## config.mk

```make
export PLATFORM = sky130hd
export DESIGN_NAME = btn_conditioner
export DESIGN_NICKNAME = d
export VERILOG_FILES = /design/src/rtl/btn_conditioner.sv
export SDC_FILE = /design/constraint.sdc
export NUM_CORES = 1
export LEC_CHECK = 0
export CORE_MARGIN = 3
export CORE_UTILIZATION = 54
export CTS_BUF_LIST = sky130_fd_sc_hd__clkbuf_8
export CTS_CLUSTER_SIZE = 30
export DETAILED_ROUTE_END_ITERATION = 16
export PLACE_DENSITY = 0.86
export RECOVER_POWER = 50
export SLEW_MARGIN = 20
export SYNTH_ARGS = -nofsm -noshare
export SYNTH_HDL_FRONTEND = slang
export SYNTH_SLANG_ARGS = --single-unit
```

## constraint.sdc

```tcl
create_clock -name clk -period 1.7 [get_ports clk]
set_clock_uncertainty 0.05 [all_clocks]
set_input_delay 0.255 -clock clk [delete_from_list [all_inputs] [get_ports clk]]
set_output_delay 0.255 -clock clk [all_outputs]
set_load 0.01 [all_outputs]
```

## src/rtl/btn_conditioner.sv

```systemverilog
// Push-button conditioner: two-flop synchroniser, two-way debounce FSM,
// single-cycle press/release/long-press/auto-repeat events and a press counter.
module btn_conditioner #(
  parameter int DEBOUNCE   = 16,
  parameter int LONG_PRESS = 1024,
  parameter int REPEAT     = 256,
  parameter bit ACTIVE_LOW = 1'b0
) (
  input  logic       clk,
  input  logic       rst,
  input  logic       btn_in,
  output logic       btn_level,
  output logic       press,
  output logic       btn_release,
  output logic       long_press,
  output logic       btn_repeat,
  output logic [7:0] press_count
);

  localparam int DW = $clog2(DEBOUNCE + 1);
  localparam int HW = $clog2(LONG_PRESS + 1);
  localparam int RW = (REPEAT < 1) ? 1 : $clog2(REPEAT + 1);

  typedef enum logic [1:0] {
    RELEASED   = 2'd0,
    PRESS_DB   = 2'd1,
    PRESSED    = 2'd2,
    RELEASE_DB = 2'd3
  } state_t;

  state_t        state;
  logic          sync_p0;
  logic          sync_p1;
  logic          s;
  logic [DW-1:0] db_cnt;
  logic [HW-1:0] hold_cnt;
  logic [RW-1:0] rep_cnt;

  // Stage p0/p1: two-flop synchroniser, reset to the not-pressed pin level
  always_ff @(posedge clk) begin
    if (rst) begin
      sync_p0 <= ACTIVE_LOW;
      sync_p1 <= ACTIVE_LOW;
    end else begin
      sync_p0 <= btn_in;
      sync_p1 <= sync_p0;
    end
  end

  // Normalised sample: 1 always means pressed regardless of pin polarity
  assign s = sync_p1 ^ ACTIVE_LOW;

  // Debounce FSM with registered event pulses, hold/repeat timing and press counter
  always_ff @(posedge clk) begin
    if (rst) begin
      state       <= RELEASED;
      db_cnt      <= '0;
      hold_cnt    <= '0;
      rep_cnt     <= '0;
      btn_level   <= 1'b0;
      press       <= 1'b0;
      btn_release <= 1'b0;
      long_press  <= 1'b0;
      btn_repeat  <= 1'b0;
      press_count <= '0;
    end else begin
      press       <= 1'b0;
      btn_release <= 1'b0;
      long_press  <= 1'b0;
      btn_repeat  <= 1'b0;
      case (state)
        RELEASED: begin
          if (s) begin
            if (DEBOUNCE == 1) begin
              state       <= PRESSED;
              press       <= 1'b1;
              btn_level   <= 1'b1;
              press_count <= press_count + 8'd1;
              hold_cnt    <= '0;
              rep_cnt     <= '0;
              db_cnt      <= '0;
            end else begin
              state  <= PRESS_DB;
              db_cnt <= DW'(1);
            end
          end
        end
        PRESS_DB: begin
          if (!s) begin
            state  <= RELEASED;
            db_cnt <= '0;
          end else if (db_cnt == DW'(DEBOUNCE - 1)) begin
            // This sample is the DEBOUNCE-th consecutive pressed one
            state       <= PRESSED;
            press       <= 1'b1;
            btn_level   <= 1'b1;
            press_count <= press_count + 8'd1;
            hold_cnt    <= '0;
            rep_cnt     <= '0;
            db_cnt      <= '0;
          end else begin
            db_cnt <= db_cnt + DW'(1);
          end
        end
        PRESSED: begin
          // Hold timing runs in every PRESSED cycle, including the one that leaves
          if (hold_cnt != HW'(LONG_PRESS)) begin
            hold_cnt <= hold_cnt + HW'(1);
            if (hold_cnt == HW'(LONG_PRESS - 1)) begin
              long_press <= 1'b1;
              rep_cnt    <= '0;
            end
          end else if (REPEAT > 0) begin
            if (rep_cnt == RW'(REPEAT - 1)) begin
              btn_repeat <= 1'b1;
              rep_cnt    <= '0;
            end else begin
              rep_cnt <= rep_cnt + RW'(1);
            end
          end
          if (!s) begin
            if (DEBOUNCE == 1) begin
              state       <= RELEASED;
              btn_release <= 1'b1;
              btn_level   <= 1'b0;
              db_cnt      <= '0;
            end else begin
              state  <= RELEASE_DB;
              db_cnt <= DW'(1);
            end
          end
        end
        RELEASE_DB: begin
          // Hold and repeat counters stay frozen while a release is being qualified
          if (s) begin
            state  <= PRESSED;
            db_cnt <= '0;
          end else if (db_cnt == DW'(DEBOUNCE - 1)) begin
            state       <= RELEASED;
            btn_release <= 1'b1;
            btn_level   <= 1'b0;
            db_cnt      <= '0;
          end else begin
            db_cnt <= db_cnt + DW'(1);
          end
        end
        default: begin
          state  <= RELEASED;
          db_cnt <= '0;
        end
      endcase
    end
  end

endmodule

```

==> qor.csv, run 1 <==
stage,metric,value,unit
power_and_ir_drop,p_total,1.831,mW
min_path,hold_class,reg2reg,
synthesis,yosysWarnings,0,
synthesis,avgSynthCellArea,8.963,µm²
cts,cts.htree.levels,2,
finish,most-common-layout-cells,"dfxtp_1 (39), buf_4 (29), nor2_1 (19)",
cts,clock_latency,300,ps
power_and_ir_drop,powerDensity,713.6,mW/mm²
finish,final_area,0.002566,mm²
worst_setup_path,crit_type,reg2reg,
synthesis,yosysTopAreaCellShare,41.51,%
cts,ctsHoldBuffers,0,
worst_setup_path,endpoint_kind,flip-flop,
global_route,track_usage,20.32,%
floorplan,ioPinCount,16,
placed_design,io_buffers,15,
timing,layout_setup_ws,-14.66,ps
cts,cts.sinks,42,
placed_design,dpl_cell_area,0.002377,mm²
global_route,first_global_vias,1693,
synthesis,synth_area_leaders,"dfxtp_1 (42%), nand3_1 (3.7%), nor2_1 (3.5%)",
timing,period_needed,1715,ps
global_route,grt_max_degree,16,
timing,maxSlewHeadroom,56.82,%
floorplan,die_x,67.25,µm
cts,cts_tree,built,
outcome,violations,setup timing,
finish,finalNetCount,279,
worst_setup_path,cp_max_fo,7,
route,drt-wirelength-per-cell,13.28,µm
timing,fmaxAchievable,583.2,MHz
finish,drive_gt1_share,21.69,%
global_route,antenna_found_initial,0,
floorplan,start_util,58.41,%
synthesis,synth_seq_cells,42,
synthesis,synth_area_leader_cell,dfxtp_1,
finish,layout_commonest_cell,dfxtp_1,
route,ant_nets,0,
route,routed_wl,4222,µm
route,vias_per_cell,5.664,
timing,hold_viol_final,0,
floorplan,dieArea,0.004522,mm²
floorplan,num_rows,21,
placed_design,place_ws,-48.65,ps
route,drtIter0Drc,162,
floorplan,core,0.003468,mm²
placed_design,gp_congestion,0.7911,
global_route,overflow,0,
synthesis,synth_fp_nets,234,
timing,setup_viol,1,
timing,fin_crit_sh,100.9,%
worst_setup_path,cp_slowest_stage_delay,530,ps
worst_setup_path,cp.arrival,1900,ps
finish,area_growth,26.68,%
outcome,status,finished with violations,
route,vias,1801,
worst_setup_path,crit_required,1880,ps
worst_setup_path,cp_top_family,simple AND/OR/NAND/NOR gates,
cts,cts_buffers,5,
cts,path_clk_slew,80,ps
finish,fin_cells,318,
power_and_ir_drop,irDropWorstVdd,620.2,µV
job,drv_cap,0,
synthesis,synth_area,0.002026,mm²
synthesis,yosysSeqAreaShare,41.51,%
timing,maxSlewViolCount,0,
route,drt_pass1_iterations,4,
synthesis,synth_cells,226,
synthesis,ys_types,49,
worst_setup_path,worstSetupStartpointType,flip-flop,
worst_setup_path,crit_buf_inv,0,
finish,finish.utilization,73.99,%
placed_design,dpl.hpwl,2924,µm
route,drc,0,
floorplan,die_h,67.25,µm
timing,tightest_slew,647.7,ps
cts,cts_root_buf,clkbuf_8,
power_and_ir_drop,leakage,0.9780,nW
timing,rsz0062_at_grt,true,
worst_setup_path,crit_path_cell_trace,ha_4 -> and4b_4 -> a21oi_4 -> or4_4 -> a21oi_2,
worst_setup_path,cpMaxStageDelayCell,or4_4,
global_route,grt_pass1_wl,7024,µm
cts,cts.path.max_buffers,2,
finish,n_antenna_cell,0,
placed_design,dpl.cell_count,304,
==> per-layer routing <==
metal / wire length (µm) / track usage (%) / up-vias
li1: - / - / 915
met3: 180 / 5.824 / 8
met2: 2012 / 34.85 / 43
met1: 1959 / 24.05 / 835
met4: 70 / 7.342 / 0
met5: 0 / 0 / -
==> cells in the mapped netlist (all sizes together) <==
cell	count
dfxtp	42
nor2	19
a21oi	16
nand3	16
nand2	15
inv	9
nand4	9
o21ai	9
xor2	8
buf	7
or3	7
nor2b	6
ha	5
nor3b	5
and4b	4
nand2b	4
nor3	4
or4	4
and3	3
mux2i	3
o2bb2ai	3
a22oi	2
a31oi	2
and4	2
clkbuf	2
nand4b	2
nor4	2
o221ai	2
o31ai	2
xnor2	2
a211o	1
a211oi	1
a2bb2oi	1
a31o	1
and2	1
and3b	1
nand3b	1
nor4b	1
o211ai	1
o22a	1
==> sequential cells by signal (all words and copies together), names as in the netlist, named ones only <==
name	flops
btn_level	1
long_press	1
hold_cnt	11
sync_p0	1
btn_release	1
db_cnt	5
state	1
s	1
press	1
press_count	8
rep_cnt	9
btn_repeat	1
==> through the flow <==
step	TNS (ps)	hold slack, ps
global placement	0	368.1
finish	-14.66	400.7
global route	-246.5	422.5
floorplan	0	333.2
detailed placement	-73.79	387.7
CTS	0	401.3
==> power breakdown <==
group	switching (mW)	internal (mW)	total (mW)
sequential	0.00481	0.989	0.994
combinational	0.0351	0.0279	0.0630
clock	0.342	0.432	0.774
==> cells by family after synthesis <==
logic type / synth area share (%)
multiplexers: 1.482
buffers and inverters: 4.385
flip-flops: 41.51
adder cells (fa/ha/maj): 3.088
XOR/XNOR: 4.324
AO/OA/AOI/OAI: 13.28
AND/OR/NAND/NOR: 31.93
==> worst register-to-register path, stage by stage (launching register included) <==
cell     delay, ps
dfxtp_2        360
ha_4           140
and4b_4        320
a21oi_4        110
or4_4          530
a21oi_2        140
==> final cells by class <==
class / instances / area (µm²)
Timing Repair Buffer: 47 / 387.9
Multi-Input combinational cell: 166 / 1134
Fill cell: 277 / 902.1
Inverter: 9 / 33.78
Clock buffer: 5 / 68.82
Clock inverter: 3 / 40.04
Sequential cell: 42 / 844.6
Tap cell: 46 / 57.56
==> worst paths after layout <==
kind,start,depth (start not counted),slack [ps],endpoint
worst max-delay path,db_cnt[0],5,-10,hold_cnt[9]
worst min-delay path,rep_cnt[8],2,400,rep_cnt[8]
worst max register to register,db_cnt[0],5,-10,hold_cnt[9]
worst min register to register,rep_cnt[8],2,400,rep_cnt[8]
==> what timing repair did <==
action | in CTS | in global routing
gates resized for setup | 3 | 11
setup endpoints to repair | 2 | 17
buffers inserted | 2 | 4
pin swaps | 2 | 9
No activity file was read; power rests on OpenSTA's default activity.
==> inputs of run 2 (changes only) <==
--- a/config.mk
+++ b/config.mk
@@ -5,11 +5,13 @@
 export SDC_FILE = /design/constraint.sdc
 export NUM_CORES = 1
 export LEC_CHECK = 0
+export ABC_CLOCK_PERIOD_IN_PS = 1700
 export CORE_MARGIN = 3
 export CORE_UTILIZATION = 54
 export CTS_BUF_LIST = sky130_fd_sc_hd__clkbuf_8
-export CTS_CLUSTER_SIZE = 30
+export CTS_CLUSTER_SIZE = 14
 export DETAILED_ROUTE_END_ITERATION = 16
+export HOLD_SLACK_MARGIN = 0.03
 export PLACE_DENSITY = 0.86
 export RECOVER_POWER = 50
 export SLEW_MARGIN = 20
==> results of run 2 <==
No change in the layout: final DEF, timing and power equal those of run 1.
==> inputs of run 3 (changes only) <==
--- a/config.mk
+++ b/config.mk
@@ -9,6 +9,7 @@
 export CORE_MARGIN = 3
 export CORE_UTILIZATION = 54
 export CTS_BUF_LIST = sky130_fd_sc_hd__clkbuf_8
+export CTS_CLUSTER_DIAMETER = 60
 export CTS_CLUSTER_SIZE = 14
 export DETAILED_ROUTE_END_ITERATION = 16
 export HOLD_SLACK_MARGIN = 0.03
@@ -18,3 +19,4 @@
 export SYNTH_ARGS = -nofsm -noshare
 export SYNTH_HDL_FRONTEND = slang
 export SYNTH_SLANG_ARGS = --single-unit
+export TNS_END_PERCENT = 10
==> run 3 against run 2 <==
The flow still finishes with violations (setup timing). Design area shrank 0.19%. Wire length is 0.73% higher. Global-route usage stayed put. Fmax is essentially flat. Via count hardly changed. Clock power barely moved. Register-to-register slack about the same. Die area is the same. Critical path depth stayed put. Largest cell class unchanged. Largest power group unchanged. Highest routed layer unchanged.
==> qor.csv, run 3 (same netlist as run 1, synthesis figures left out) <==
stage,metric,value,unit,change
floorplan,die_h,67.25,µm,unchanged
finish,reg_top3,"hold_cnt x11, rep_cnt x9, press_count x8",,unchanged
worst_setup_path,r2r-end,hold_cnt[9],,unchanged
min_path,worstHoldPathCells,2,,unchanged
timing,fmaxAchievable,583.2,MHz,about the same
finish,most-common-layout-cells,"dfxtp_1 (38), buf_4 (30), nor2_1 (19)",,"was dfxtp_1 (39), buf_4 (29), nor2_1 (19)"
global_route,antenna_found_initial,0,,unchanged
finish,finalNetCount,279,,unchanged
floorplan,core,0.003468,mm²,unchanged
timing,period_needed,1715,ps,about the same
route,drt-wirelength-per-cell,13.37,µm,was 13.28 µm
cts,path_clk_slew,80,ps,about the same
finish,n_fill_cell,280,,was 277
worst_setup_path,r2r-start,db_cnt[0],,unchanged
cts,cts_tree,built,,unchanged
global_route,first_global_vias,1693,,unchanged
route,vias,1802,,was 1801
finish,largest_reg_flops,11,,unchanged
cts,cts.path.max_buffers,2,,unchanged
global_route,overflow,0,,unchanged
finish,fin_cells,318,,unchanged
placed_design,dpl_cell_area,0.002377,mm²,unchanged
placed_design,gp_congestion,0.7911,,unchanged
power_and_ir_drop,swShare,20.89,%,was 20.85%
min_path,min_to,rep_cnt[8],,unchanged
placed_design,dpl.hpwl,2924,µm,unchanged
finish,layout_commonest_cell,dfxtp_1,,unchanged
power_and_ir_drop,power_frac_seq,54.3,%,about the same
route,drtIter0Drc,134,,was 162
power_and_ir_drop,p_total,1.832,mW,was 1.831 mW
cts,cts_buffers,5,,unchanged
worst_setup_path,endpoint_kind,flip-flop,,unchanged
timing,maxSlewHeadroom,56.30,%,was 56.82%
global_route,grt_pass1_wl,7024,µm,unchanged
floorplan,dieArea,0.004522,mm²,unchanged
placed_design,dpl.cell_count,304,,unchanged
finish,drive_gt1_share,20.96,%,was 21.69%
floorplan,num_rows,21,,unchanged
power_and_ir_drop,p_int,1.449,mW,about the same
min_path,min-delay-start,rep_cnt[8],,unchanged
finish,n_antenna_cell,0,,unchanged
cts,cts.sinks,42,,unchanged
timing,maxSlewViolCount,0,,unchanged
route,drt_pass1_iterations,4,,unchanged
worst_setup_path,crit_type,reg2reg,,unchanged
worst_setup_path,cp_max_fo,7,,unchanged
route,vias_per_cell,5.667,,was 5.664
power_and_ir_drop,irDropWorstVdd,617.4,µV,was 620.2 µV
finish,largest-register,hold_cnt,,unchanged
timing,rsz0062_at_grt,true,,unchanged
worst_setup_path,cp.arrival,1900,ps,about the same
power_and_ir_drop,switching_power,0.3826,mW,was 0.3819 mW
finish,finish.utilization,73.85,%,was 73.99%
timing,setup_viol,1,,unchanged
job,drv_cap,0,,unchanged
power_and_ir_drop,clock_power_share,42.3,%,about the same
floorplan,die_x,67.25,µm,unchanged
placed_design,io_buffers,15,,unchanged
global_route,track_usage,20.32,%,unchanged
power_and_ir_drop,leakage,0.9770,nW,was 0.9780 nW
cts,cts_root_buf,clkbuf_8,,unchanged
floorplan,start_util,58.41,%,unchanged
timing,layout_setup_ws,-14.54,ps,was -14.66 ps
finish,area_growth,26.44,%,was 26.68%
worst_setup_path,worstSetupStartpointType,flip-flop,,unchanged
route,ant_nets,0,,unchanged
cts,cts.htree.levels,2,,unchanged
worst_setup_path,worst-r2r-cell-count,5,,unchanged
worst_setup_path,r2r_slack,-10,ps,about the same
outcome,status,finished with violations,,unchanged
timing,fin_crit_sh,100.9,%,about the same
power_and_ir_drop,powerDensity,715.3,mW/mm²,was 713.6 mW/mm²
timing,tightest_slew,655.4,ps,was 647.7 ps
route,drc,0,,unchanged
finish,final_area,0.002561,mm²,was 0.002566 mm²
power_and_ir_drop,combPwrFrac,3.4,%,about the same
floorplan,ioPinCount,16,,unchanged
min_path,hold_class,reg2reg,,unchanged
timing,hold_viol_final,0,,unchanged
cts,clock_latency,300,ps,about the same
outcome,violations,setup timing,,unchanged
worst_setup_path,crit_required,1880,ps,about the same
route,routed_wl,4253,µm,was 4222 µm
global_route,grt_max_degree,16,,unchanged
==> run 3: per-layer routing <==
metal / share of wire, % / GRT usage, %
met5: 0 / 0
met4: 1.6 / 7.342
met3: 4.6 / 5.824
met2: 47 / 34.85
met1: 47 / 24.05
==> run 3: metrics by stage <==
step / setup slack, ps / TNS (ps) / hold WS (ps)
detailed placement: -48.65 / -73.79 / 387.7
finish: -14.54 / -14.54 / 400.6
floorplan: 12.83 / 0 / 333.2
global placement: 5.986 / 0 / 368.1
global route: -71.91 / -295.4 / 422.5
CTS: 5.786 / 0 / 401.3
==> run 3: power by group through the flow <==
| stage | Sequential, mW | Clock [mW] | Combinational [mW] |
|---|---|---|---|
| floorplan | 1.02 | 0 | 0.0357 |
| global placement | 1.02 | 0 | 0.0615 |
| detailed placement | 1.02 | 0 | 0.0630 |
| CTS | 0.993 | 0.792 | 0.0643 |
| global route | 0.995 | 0.834 | 0.0692 |
| finish | 0.994 | 0.775 | 0.0632 |
==> run 3: what timing repair did <==
action                                  CTS  global route
hold buffers                              0             0
gates resized for setup                   3             6
setup buffers                             2             4
hold endpoints to repair                  0             0
pin swaps                                 2             8
endpoints found under the setup margin    2            17
==> run 3: worst max path at each step <==
stage | from | to
after global placement | db_cnt[1] | hold_cnt[9]
after floorplan | db_cnt[1] | press_count[7]
after CTS | db_cnt[1] | hold_cnt[9]
final | db_cnt[0] | hold_cnt[9]
after global routing | db_cnt[0] | hold_cnt[9]
after detailed placement | db_cnt[1] | hold_cnt[5]
==> run 3: cell type report <==
class	instances	area, µm²	area share (%)
Timing Repair Buffer	47	384.1	15.00
Tap cell	46	57.56	2.247
Sequential cell	42	845.8	33.02
Clock inverter	3	40.04	1.563
Inverter	9	33.78	1.319
Clock buffer	5	68.82	2.687
Multi-Input combinational cell	166	1131	44.16
==> run 3: critical path, stage by stage (launching register included) <==
cell and delay [ps]:
dfxtp_2 360, ha_4 140, and4b_4 320, a21oi_4 100, or4_4 530, a21oi_2 140
